**src/rtl/atributos_pkg.sv**
```systemverilog
// Shared constants for the pet attribute controller: activity-state encodings and
// default tuning values.
package atributos_pkg;

    localparam logic [2:0] ESTADO_IDLE       = 3'b000;
    localparam logic [2:0] ESTADO_DORMINDO   = 3'b001;
    localparam logic [2:0] ESTADO_COMENDO    = 3'b010;
    localparam logic [2:0] ESTADO_DANDO_AULA = 3'b011;

    localparam int unsigned DEF_TICKS_PER_SEC = 100;
    localparam int unsigned DEF_MAX_VAL       = 100;
    localparam int unsigned DEF_INIT_VAL      = 50;
    localparam int unsigned DEF_INC_STEP      = 5;
    localparam int unsigned DEF_DEC_STEP      = 1;

endpackage

```
**src/rtl/controlador_atributos_if.sv**
```systemverilog
// Activity-state input and attribute-level outputs shared between the activity FSM
// (master) and the attribute controller (slave).
interface controlador_atributos_if;

    logic [2:0] estado;
    logic [7:0] fome;
    logic [7:0] felicidade;
    logic [7:0] sono;
    logic       morreu;

    modport master (
        output estado,
        input  fome,
        input  felicidade,
        input  sono,
        input  morreu
    );

    modport slave (
        input  estado,
        output fome,
        output felicidade,
        output sono,
        output morreu
    );

endinterface

```
**src/rtl/gerador_tick.sv**
```systemverilog
// One-cycle pulse every TICKS_PER_SEC clocks; the pulse is high while the free-running
// counter sits at its terminal count.
module gerador_tick
    import atributos_pkg::*;
#(
    parameter int unsigned TICKS_PER_SEC = DEF_TICKS_PER_SEC
) (
    input  logic clk,
    input  logic reset,
    output logic tick
);

    localparam int unsigned CntW = (TICKS_PER_SEC > 1) ? $clog2(TICKS_PER_SEC) : 1;
    localparam logic [CntW-1:0] CntLast = CntW'(TICKS_PER_SEC - 1);

    logic [CntW-1:0] count_q, count_d;

    always_comb begin
        tick    = (count_q == CntLast);
        count_d = tick ? '0 : count_q + 1'b1;
    end

    always_ff @(posedge clk or posedge reset) begin
        if (reset) begin
            count_q <= '0;
        end else begin
            count_q <= count_d;
        end
    end

endmodule

```
**src/rtl/controlador_atributos.sv**
```systemverilog
// Pet attribute controller: once per tick raises the level tied to the current activity
// and decays the others, saturating at 0..MAX_VAL, with a sticky death flag.
module controlador_atributos
    import atributos_pkg::*;
#(
    parameter int unsigned TICKS_PER_SEC = DEF_TICKS_PER_SEC,
    parameter int unsigned MAX_VAL       = DEF_MAX_VAL,
    parameter int unsigned INIT_VAL      = DEF_INIT_VAL,
    parameter int unsigned INC_STEP      = DEF_INC_STEP,
    parameter int unsigned DEC_STEP      = DEF_DEC_STEP
) (
    input  logic                    clk,
    input  logic                    reset,
    controlador_atributos_if.slave  bus
);

    logic       tick;
    logic [7:0] fome_q, fome_d;
    logic [7:0] felicidade_q, felicidade_d;
    logic [7:0] sono_q, sono_d;
    logic       morreu_q, morreu_d;

    gerador_tick #(
        .TICKS_PER_SEC(TICKS_PER_SEC)
    ) u_gerador_tick (
        .clk  (clk),
        .reset(reset),
        .tick (tick)
    );

    // 9-bit sum so the clamp sees the true result before truncation.
    function automatic logic [7:0] sat_inc(input logic [7:0] v);
        logic [8:0] sum;
        sum = {1'b0, v} + 9'(INC_STEP);
        return (sum > 9'(MAX_VAL)) ? 8'(MAX_VAL) : sum[7:0];
    endfunction

    function automatic logic [7:0] sat_dec(input logic [7:0] v);
        return (v < 8'(DEC_STEP)) ? 8'd0 : v - 8'(DEC_STEP);
    endfunction

    always_comb begin
        fome_d       = fome_q;
        felicidade_d = felicidade_q;
        sono_d       = sono_q;
        morreu_d     = morreu_q;
        if (tick && !morreu_q) begin
            fome_d       = sat_dec(fome_q);
            felicidade_d = sat_dec(felicidade_q);
            sono_d       = sat_dec(sono_q);
            case (bus.estado)
                ESTADO_DORMINDO:   sono_d       = sat_inc(sono_q);
                ESTADO_COMENDO:    fome_d       = sat_inc(fome_q);
                ESTADO_DANDO_AULA: felicidade_d = sat_inc(felicidade_q);
                default:           ;
            endcase
            morreu_d = (fome_d == 8'd0) || (felicidade_d == 8'd0) || (sono_d == 8'd0);
        end
    end

    always_ff @(posedge clk or posedge reset) begin
        if (reset) begin
            fome_q       <= 8'(INIT_VAL);
            felicidade_q <= 8'(INIT_VAL);
            sono_q       <= 8'(INIT_VAL);
            morreu_q     <= 1'b0;
        end else begin
            fome_q       <= fome_d;
            felicidade_q <= felicidade_d;
            sono_q       <= sono_d;
            morreu_q     <= morreu_d;
        end
    end

    assign bus.fome       = fome_q;
    assign bus.felicidade = felicidade_q;
    assign bus.sono       = sono_q;
    assign bus.morreu     = morreu_q;

endmodule

```
**src/flat_wrapper.sv**
```systemverilog
// flat-port wrapper written by rule: the top's interface ports become plain ports
module controlador_atributos_flat import atributos_pkg::*;
#(
    parameter int unsigned TICKS_PER_SEC = DEF_TICKS_PER_SEC,
    parameter int unsigned MAX_VAL       = DEF_MAX_VAL,
    parameter int unsigned INIT_VAL      = DEF_INIT_VAL,
    parameter int unsigned INC_STEP      = DEF_INC_STEP,
    parameter int unsigned DEC_STEP      = DEF_DEC_STEP
)
  (clk, reset, bus_estado, bus_fome, bus_felicidade, bus_sono, bus_morreu);
  controlador_atributos_if bus_i ();
  input  logic clk;
  input  logic reset;
  input wire logic [$bits(bus_i.estado)-1:0] bus_estado;
  output wire logic [$bits(bus_i.fome)-1:0] bus_fome;
  output wire logic [$bits(bus_i.felicidade)-1:0] bus_felicidade;
  output wire logic [$bits(bus_i.sono)-1:0] bus_sono;
  output wire logic [$bits(bus_i.morreu)-1:0] bus_morreu;
  assign bus_i.estado = bus_estado;
  assign bus_fome = bus_i.fome;
  assign bus_felicidade = bus_i.felicidade;
  assign bus_sono = bus_i.sono;
  assign bus_morreu = bus_i.morreu;
  controlador_atributos #(.TICKS_PER_SEC(TICKS_PER_SEC), .MAX_VAL(MAX_VAL), .INIT_VAL(INIT_VAL), .INC_STEP(INC_STEP), .DEC_STEP(DEC_STEP)) u_core (.clk(clk), .reset(reset), .bus(bus_i));
endmodule
```
**config.mk**
```make
export PLATFORM = sky130hd
export DESIGN_NAME = controlador_atributos_flat
export DESIGN_NICKNAME = d
export VERILOG_FILES = /design/src/rtl/atributos_pkg.sv /design/src/rtl/controlador_atributos_if.sv /design/src/rtl/gerador_tick.sv /design/src/rtl/controlador_atributos.sv /design/src/flat_wrapper.sv
export SDC_FILE = /design/constraint.sdc
export NUM_CORES = 1
export LEC_CHECK = 0
export BUFFER_PORTS_ARGS = -buffer_cell sky130_fd_sc_hd__buf_2
export CAP_MARGIN = 20
export CELL_PAD_IN_SITES_DETAIL_PLACEMENT = 0
export CELL_PAD_IN_SITES_GLOBAL_PLACEMENT = 1
export CORE_UTILIZATION = 40
export DETAILED_ROUTE_END_ITERATION = 8
export GPL_TIMING_DRIVEN = 1
export PLACE_DENSITY_LB_ADDON = 0.1
export SLEW_MARGIN = 20
export SYNTH_ARGS = -nofsm -noshare
export SYNTH_HDL_FRONTEND = slang
export SYNTH_HIERARCHICAL = 1
export SYNTH_SLANG_ARGS = --single-unit
export TNS_END_PERCENT = 20
```
**constraint.sdc**
```tcl
create_clock -name clk -period 3.3 [get_ports clk]
set_input_delay 0.165 -clock clk [delete_from_list [all_inputs] [get_ports clk]]
set_output_delay 0.165 -clock clk [all_outputs]
set_load 0.01 [all_outputs]
```
==> results of run 1 <==
-- cell families after synthesis --
logic type,count (synthesis)
AO/OA/AOI/OAI,133
XOR/XNOR,11
adder cells (fa/ha/maj),10
buffers and inverters,46
flip-flops,32
multiplexers,3
AND/OR/NAND/NOR,177
-- critical path, delay by kind of cell (launching register included) --
family | cells | cell delay, ns
AND/OR/NAND/NOR | 2 | 0.41
flip-flops | 1 | 0.53
adder cells (fa/ha/maj) | 1 | 0.39
AO/OA/AOI/OAI | 6 | 1.35
-- final cells by class --
type                            instances  area (sq um)  share of cell area (%)
Clock buffer                            5          68.8                    2.00
Sequential cell                        32           812                    23.6
Tap cell                              102           128                    3.72
Inverter                               19          71.3                    2.08
Clock inverter                          3          42.5                    1.24
Timing Repair Buffer                   35           193                    5.61
Multi-Input combinational cell        334          2120                    61.7
-- routing by layer --
metal	up-vias	GRT usage [%]	share of wire [%]
met2	79	36.1	47
met3	2	3.45	3.9
met1	1511	30.7	49
li1	1557	-	-
met5	-	0	0
met4	0	4.10	0.41
-- Yosys cell counts (all sizes together), types with 5 or more instances --
cell type / number
clkbuf: 7
nor2b: 5
buf: 20
xnor2: 9
dfstp: 9
o22ai: 5
nand4: 6
o21ai: 39
nand2: 51
ha: 10
dfrtp: 23
o211ai: 5
a31oi: 8
a211oi: 5
inv: 19
nor2: 36
a21oi: 31
or3: 5
nor4: 5
nand3: 16
nor3: 16
nor3b: 5
-- power by group --
group	switching, mW	total, mW	internal [mW]
Sequential	0.00643	0.402	0.396
Combinational	0.0483	0.0743	0.0259
Clock	0.158	0.381	0.223
Total	0.212	0.857	0.645
-- through the flow --
stage	instances	setup slack [ns]	utilization, %	area, sq um	total power [mW]
after floorplan	412	0.881	-	3160	0.460
after global placement	521	0.523	43.1	3310	0.482
after detailed placement	521	0.527	43.1	3310	0.482
after CTS	530	0.492	44.7	3430	0.868
after global routing	530	0.331	44.7	3430	0.900
final	530	0.515	44.7	3430	0.857
-- how the worst max path moves through the flow --
stage	startpoint	end	slack [ns]	depth (start not counted)
finish	u_core/bus.fome[0]	u_core/bus.morreu	0.51	9
global route	u_core/bus.fome[0]	u_core/bus.morreu	0.33	9
CTS	u_core/bus.fome[0]	u_core/bus.morreu	0.49	9
detailed placement	u_core/bus.fome[0]	u_core/bus.morreu	0.53	9
global placement	u_core/bus.fome[0]	u_core/bus.morreu	0.52	9
floorplan	u_core/bus.fome[0]	u_core/bus.morreu	0.88	10
-- registers in the layout, summed over array words and instances, names as in the netlist --
signal,flops
u_core/bus.felicidade,8
u_core/bus.fome,8
u_core/bus.sono,8
u_core/u_gerador_tick/count_q,7
u_core/bus.morreu,1
-- timing repair --
action | 4_1_cts | 5_1_grt
buffers inserted | 0 | 0
gates resized for setup | 0 | 0
hold endpoints to repair | 7 | 0
hold buffers | 1 | 0
setup endpoints to repair | 0 | 0
==> impl_results.md, run 1 <==
- Worst skew pair latency: 0.28 ns
- Layout Nets: 442
- Vias in the first global route: 2909
- Die height: 90.8 microns
- Post-DP HPWL: between 6000 and 7000 microns
- Gr usage total: between 20% and 30%
- Synth top area share: 18.2%
- WP data arrival: 2.95 ns
- Worst-margin pin slew: 0.927 ns
- Total CTS buffers: 5
- Mapped Cells: a little over 400
- Slew margin rel.: between 30% and 40%
- CTS max path bufs: 2
- Max Fanout on Critical Path: 11
- Setup crit end kind: register
- CP Class: register to register
- DR pass1 iterations: 5
- Post-synthesis simple-gate area fraction: 31.0%
- Mux cell area share after synthesis: less than 1%
- Adder-cell share of the synthesized area: 3.96%
- Minimum clock period: about 2.8 ns
- DRC errors left: 0
- Tcrit/Tclk final: a little over four fifths
- Post-synthesis sequential area ratio: 25.7%
- Area delta synth->final: 8.80%
- Setup violations, final: 0
- Post-synth top flop: dfrtp_1
- Largest family of logic cells by synthesized area: simple AND/OR/NAND/NOR gates
- Antenna violations before repair: 0
- CTS Root Cell: clkbuf_8
- Mapped Area: 0.00316 sq mm
- Setup_tns: 0 ns
- Fillers: approximately 850
- Lkg Pwr: 1.38 nW
- # H-tree levels: 2
- First-pass GRT wire length: 14800 microns
- Crit-path max cell delay: 0.53 ns
- Maximum VDD drop: 0.164 mV
- Core Region: 0.00769 sq mm
- Post-synthesis compound-gate area fraction: between 20 and 30%
- Max_cap viols: 0
- Initial core utilization: 41.1%
- Drt first-iter violations: 185
- XOR/XNOR Fraction of Synth Area: a little over 3%
- Via/cell ratio: 5.94
- CP required: 3.47 ns
- Number of synthesized flops with an enable pin: 0
- # clock sinks: 32
- Syn Area/Cell: 7.66 sq um
- Ys async rst share: 100%
- Hold Path Class: input pin to asynchronous set/reset pin
- CTS clock-pin slew for the worst setup and hold paths: ~0.070 ns
- Max Slew Vio Count: 0
- GR Overflow Total: 0
- Highest-count cells in the layout ignoring fill and taps: 49 x nand2_1, 35 x nor2_1, 34 x o21ai_0
- RSZ-0062 raised after global routing: no
- Num rows: 32
- Unique masters post-synth: 78
- Achievable clock frequency: between 300 and 400 MHz
- Final Hold Viols: 0
- GP Congestion: 0.862
- WHS: 0.364 ns
- Worst r2r dst: u_core/bus.morreu
- Most common cell after layout, fill and taps aside: nand2_1
- Syn_nets: roughly 430
- Die Wd: 90.8 microns
- Crit path cell chain: ha_1 > or2_4 > o41ai_2 > o31a_2 > o31a_4 > o21ai_2 > o31ai_1 > nor4b_1 > a211o_1
- RR Startpoint: u_core/bus.fome[0]
- CTS tree: built
- Ant. Diodes: 0
- Die area: 0.00825 sq mm
- Via count: ~3.1k
- Final WL: 8780 microns
- Skew final: 0.00379 ns
- Routed wire per std cell: approximately 17 microns
- Port Buf Inserts: 29
- PD cells: 250 mW/mm^2
- CP max-delay cell: dfrtp_1
- Layout cells sized above 1: 17.8%
- Cell taking the most area after synthesis: dfrtp_1
- DRT antenna net count: 0
- Critical Path Source Type: register
- Area contributors post-synth: dfrtp_1 18%, dfstp_2 7.5%, nand2_1 5.8%, o21ai_0 5.4%, a21oi_1 4.4%
- YS warnings: 6
- Status: completed
- R2R cell count: 9
- # IOs: 30
- Largest net degree at the start of global routing: 26
- R2r setup slk: between 0.5 and 0.6 ns
- #FFs+latches synth: 32
Note: power is estimated with default switching activity, not from simulation.
==> run 2, diff against run 1 <==
--- a/config.mk
+++ b/config.mk
@@ -5,11 +5,12 @@
 export SDC_FILE = /design/constraint.sdc
 export NUM_CORES = 1
 export LEC_CHECK = 0
+export ABC_AREA = 1
 export BUFFER_PORTS_ARGS = -buffer_cell sky130_fd_sc_hd__buf_2
 export CAP_MARGIN = 20
 export CELL_PAD_IN_SITES_DETAIL_PLACEMENT = 0
 export CELL_PAD_IN_SITES_GLOBAL_PLACEMENT = 1
-export CORE_UTILIZATION = 40
+export CORE_UTILIZATION = 38
 export DETAILED_ROUTE_END_ITERATION = 8
 export GPL_TIMING_DRIVEN = 1
 export PLACE_DENSITY_LB_ADDON = 0.1
==> constraint.sdc (replaced) <==
create_clock -name clk -period 2.3 [get_ports clk]
set_input_delay 0.115 -clock clk [delete_from_list [all_inputs] [get_ports clk]]
set_output_delay 0.115 -clock clk [all_outputs]
set_load 0.01 [all_outputs]
==> run 2 against run 1 <==
Area after synthesis fell by 9.5%. First-iteration DRC count fell by 45%. Register-to-register slack got worse by 0.28 ns. Largest power group is now clock. Non-clock buffer count is 4 higher.
==> impl_results.md, run 2 <==
- Post-DP Area: around 0.0031 sq mm
- Die Wd: roughly 89 microns
- Mapped Cells: about 460
- Post-synth top flop: dfrtp_1
- Mapped Area: 0.00286 sq mm
- DR WL met3: 292 microns
- Synth top area share: 20.1%
- GR Overflow Total: 0
- Hold Path Class: input pin to asynchronous set/reset pin
- Final core utilization: around 45%
- Largest net degree at the start of global routing: 26
- Area contributors post-synth: dfrtp_1 20%, nand2_1 18%, nand3_1 8.4%, dfstp_2 8.3%, inv_1 8.0%
- Ant. Diodes: 0
- Gr usage total: 20.3%
- Worst skew pair latency: 0.29 ns
- XOR/XNOR Fraction of Synth Area: 2.45%
- Minimum clock period: between 2 and 2.5 ns
- Drt first-iter violations: 101
- Footprint of the multi-input gates: around 0.0017 sq mm
- DRC errors left: 0
- CP Class: register to register
- GP Congestion: ~0.87
- Via count: 2925
- Top Metal Used: met4
- Die height: 88.7 microns
- Layout cells sized above 1: 17.5%
- Worst-margin pin slew: 0.551 ns
- #FFs+latches synth: 32
- Ys async rst share: 100%
- WP data arrival: between 2 and 2.5 ns
- Core Region: 0.00725 sq mm
- Register area: 812 sq um
- Worst r2r dst: u_core/bus.morreu
- Final Hold Viols: 0
- # H-tree levels: 2
- Maximum VDD drop: 0.209 mV
- # IOs: 30
- R2R cell count: 13
- Num rows: 31
- DR pass1 iterations: 5
- Highest-count cells in the layout ignoring fill and taps: 139 x nand2_1, 60 x inv_1, 49 x nor2_1
- Slew margin rel.: 63.2%
- WHS: approximately 0.32 ns
- Setup violations, final: 0
- Area delta synth->final: 15.1%
- Routed wire per std cell: 12.1 microns
- First-pass GRT wire length: 12300 microns
- Met2 wire length: about 3300 microns
- CTS tree: built
- Port Buf Inserts: 29
- CTS Root Cell: clkbuf_8
- RR Startpoint: u_core/bus.sono[1]
- Lkg Pwr: roughly 1.9 nW
- Most frequent cells after synthesis: 139 x nand2_1, 61 x inv_1, 49 x nor2_1, 48 x nand3_1, 30 x o21ai_0
- Unique masters post-synth: 35
- Post-Route M1 WL: 3510 microns
- Most common cell in the netlist: nand2_1
- Final WL: 7170 microns
- Largest family of logic cells by synthesized area: simple AND/OR/NAND/NOR gates
- Initial core utilization: around two fifths
- Skew final: 0.0145 ns
- Status: completed
- Vias in the first global route: 2643
- Post-synthesis sequential area ratio: between 20% and 30%
- Layout Nets: 510
- R2r setup slk: 0.23 ns
- Antenna violations before repair: 0
- Syn_nets: 476
- Number of synthesized flops with an enable pin: 0
- Mux cell area share after synthesis: 0%
- Achievable clock frequency: 484 MHz
- CTS clock-pin slew for the worst setup and hold paths: 0.07 ns
- Setup_tns: 0 ns
- Tcrit/Tclk final: 89.8%
- Max_cap viols: 0
- Fillers: a little over 800
- Die area: 0.00787 sq mm
- Max Fanout on Critical Path: 6
- Critical Path Source Type: register
- Setup crit end kind: register
- Final instance area: 0.00329 sq mm
- PD cells: 376 mW/mm^2
- Cell taking the most area after synthesis: dfrtp_1
- Syn Area/Cell: 6.20 sq um
- Total CTS buffers: 5
- # clock sinks: 32
- Max Slew Vio Count: 0
- CTS max path bufs: 2
- Via/cell ratio: around 5
- YS warnings: 6
- CP required: 2.48 ns
- Most common cell after layout, fill and taps aside: nand2_1
- Post-DP HPWL: 5540 microns
- RSZ-0062 raised after global routing: no
- Power consumption: 1.24 mW
- DRT antenna net count: 0
- Adder-cell share of the synthesized area: 4.38%
- Post-synthesis compound-gate area fraction: 9.46%
- Post-synthesis simple-gate area fraction: roughly 44%
-- run 2: changes by cell type in the layout (fill, tap and decap cells not counted), moves of 7 or more --
cell	previous run	this run
inv_2	0	7
nand2_2	1	8
nand3_1	15	47
nor3_1	16	2
inv_1	18	60
nor2_1	35	49
nand2_1	49	139
xnor2_1	9	2
a21oi_1	28	6
nand4_1	6	20
-- run 2: kinds of logic after synthesis --
logic type,count (synthesis)
AO/OA/AOI/OAI,48
buffers and inverters,81
XOR/XNOR,8
AND/OR/NAND/NOR,282
flip-flops,32
adder cells (fa/ha/maj),10
-- run 2: through the flow --
| step | std cells | setup slack [ns] |
|---|---|---|
| 3_3_place_gp | 585 | 0.233 |
| 3_5_place_dp | 585 | 0.238 |
| 2_1_floorplan | 461 | 0.429 |
| 5_1_grt | 595 | 0.00868 |
| 6_report | 595 | 0.235 |
| 4_1_cts | 594 | 0.226 |
-- run 2: worst max-delay path by stage --
stage                              to               start  slack (ns)  cells past startpoint
floorplan           u_core/bus.morreu  u_core/bus.fome[1]        0.43                     13
global placement    u_core/bus.morreu  u_core/bus.sono[1]        0.23                     13
detailed placement  u_core/bus.morreu  u_core/bus.fome[1]        0.24                     13
CTS                 u_core/bus.morreu  u_core/bus.fome[1]        0.23                     13
global route        u_core/bus.morreu  u_core/bus.sono[1]       0.009                     17
finish              u_core/bus.morreu  u_core/bus.sono[1]        0.23                     13
-- run 2: power by group --
part / switching (mW) / internal [mW]
Sequential: 0 / 0.563
Clock: 0.234 / 0.383
Combinational: 0.0383 / 0.0174
-- run 2: repair_timing --
action                     CTS  global route
hold endpoints to repair     7             0
gates resized for setup      0             3
setup endpoints to repair    0             1
buffers inserted             0             1
hold buffers                 1             0
-- run 2: area by class of cell --
cell class | instances | share of cell area (%)
Multi-Input combinational cell | 348 | 53.0
Sequential cell | 32 | 24.7
Inverter | 69 | 7.88
Timing Repair Buffer | 39 | 6.78
Tap cell | 99 | 3.77
Clock buffer | 7 | 2.93
Clock inverter | 1 | 0.914
-- run 2: critical path, stage by stage, from the launching register on --
cell and delay [ns]:
dfstp_2 0.57, inv_1 0.09, ha_1 0.22, nand3_1 0.11, nor2_1 0.08, nor2_2 0.21, inv_1 0.10, or2_0 0.20
nand2_1 0.10, nor2_1 0.05, nand3_1 0.07, nand3_1 0.07, nand2_1 0.06, nand2_1 0.04
-- run 2: routing by layer --
layer | GRT usage, % | vias up
li1 | - | 1542
met1 | 28.2 | 1310
met2 | 32.6 | 65
met3 | 2.80 | 8
met4 | 6.16 | 0
met5 | 0 | -
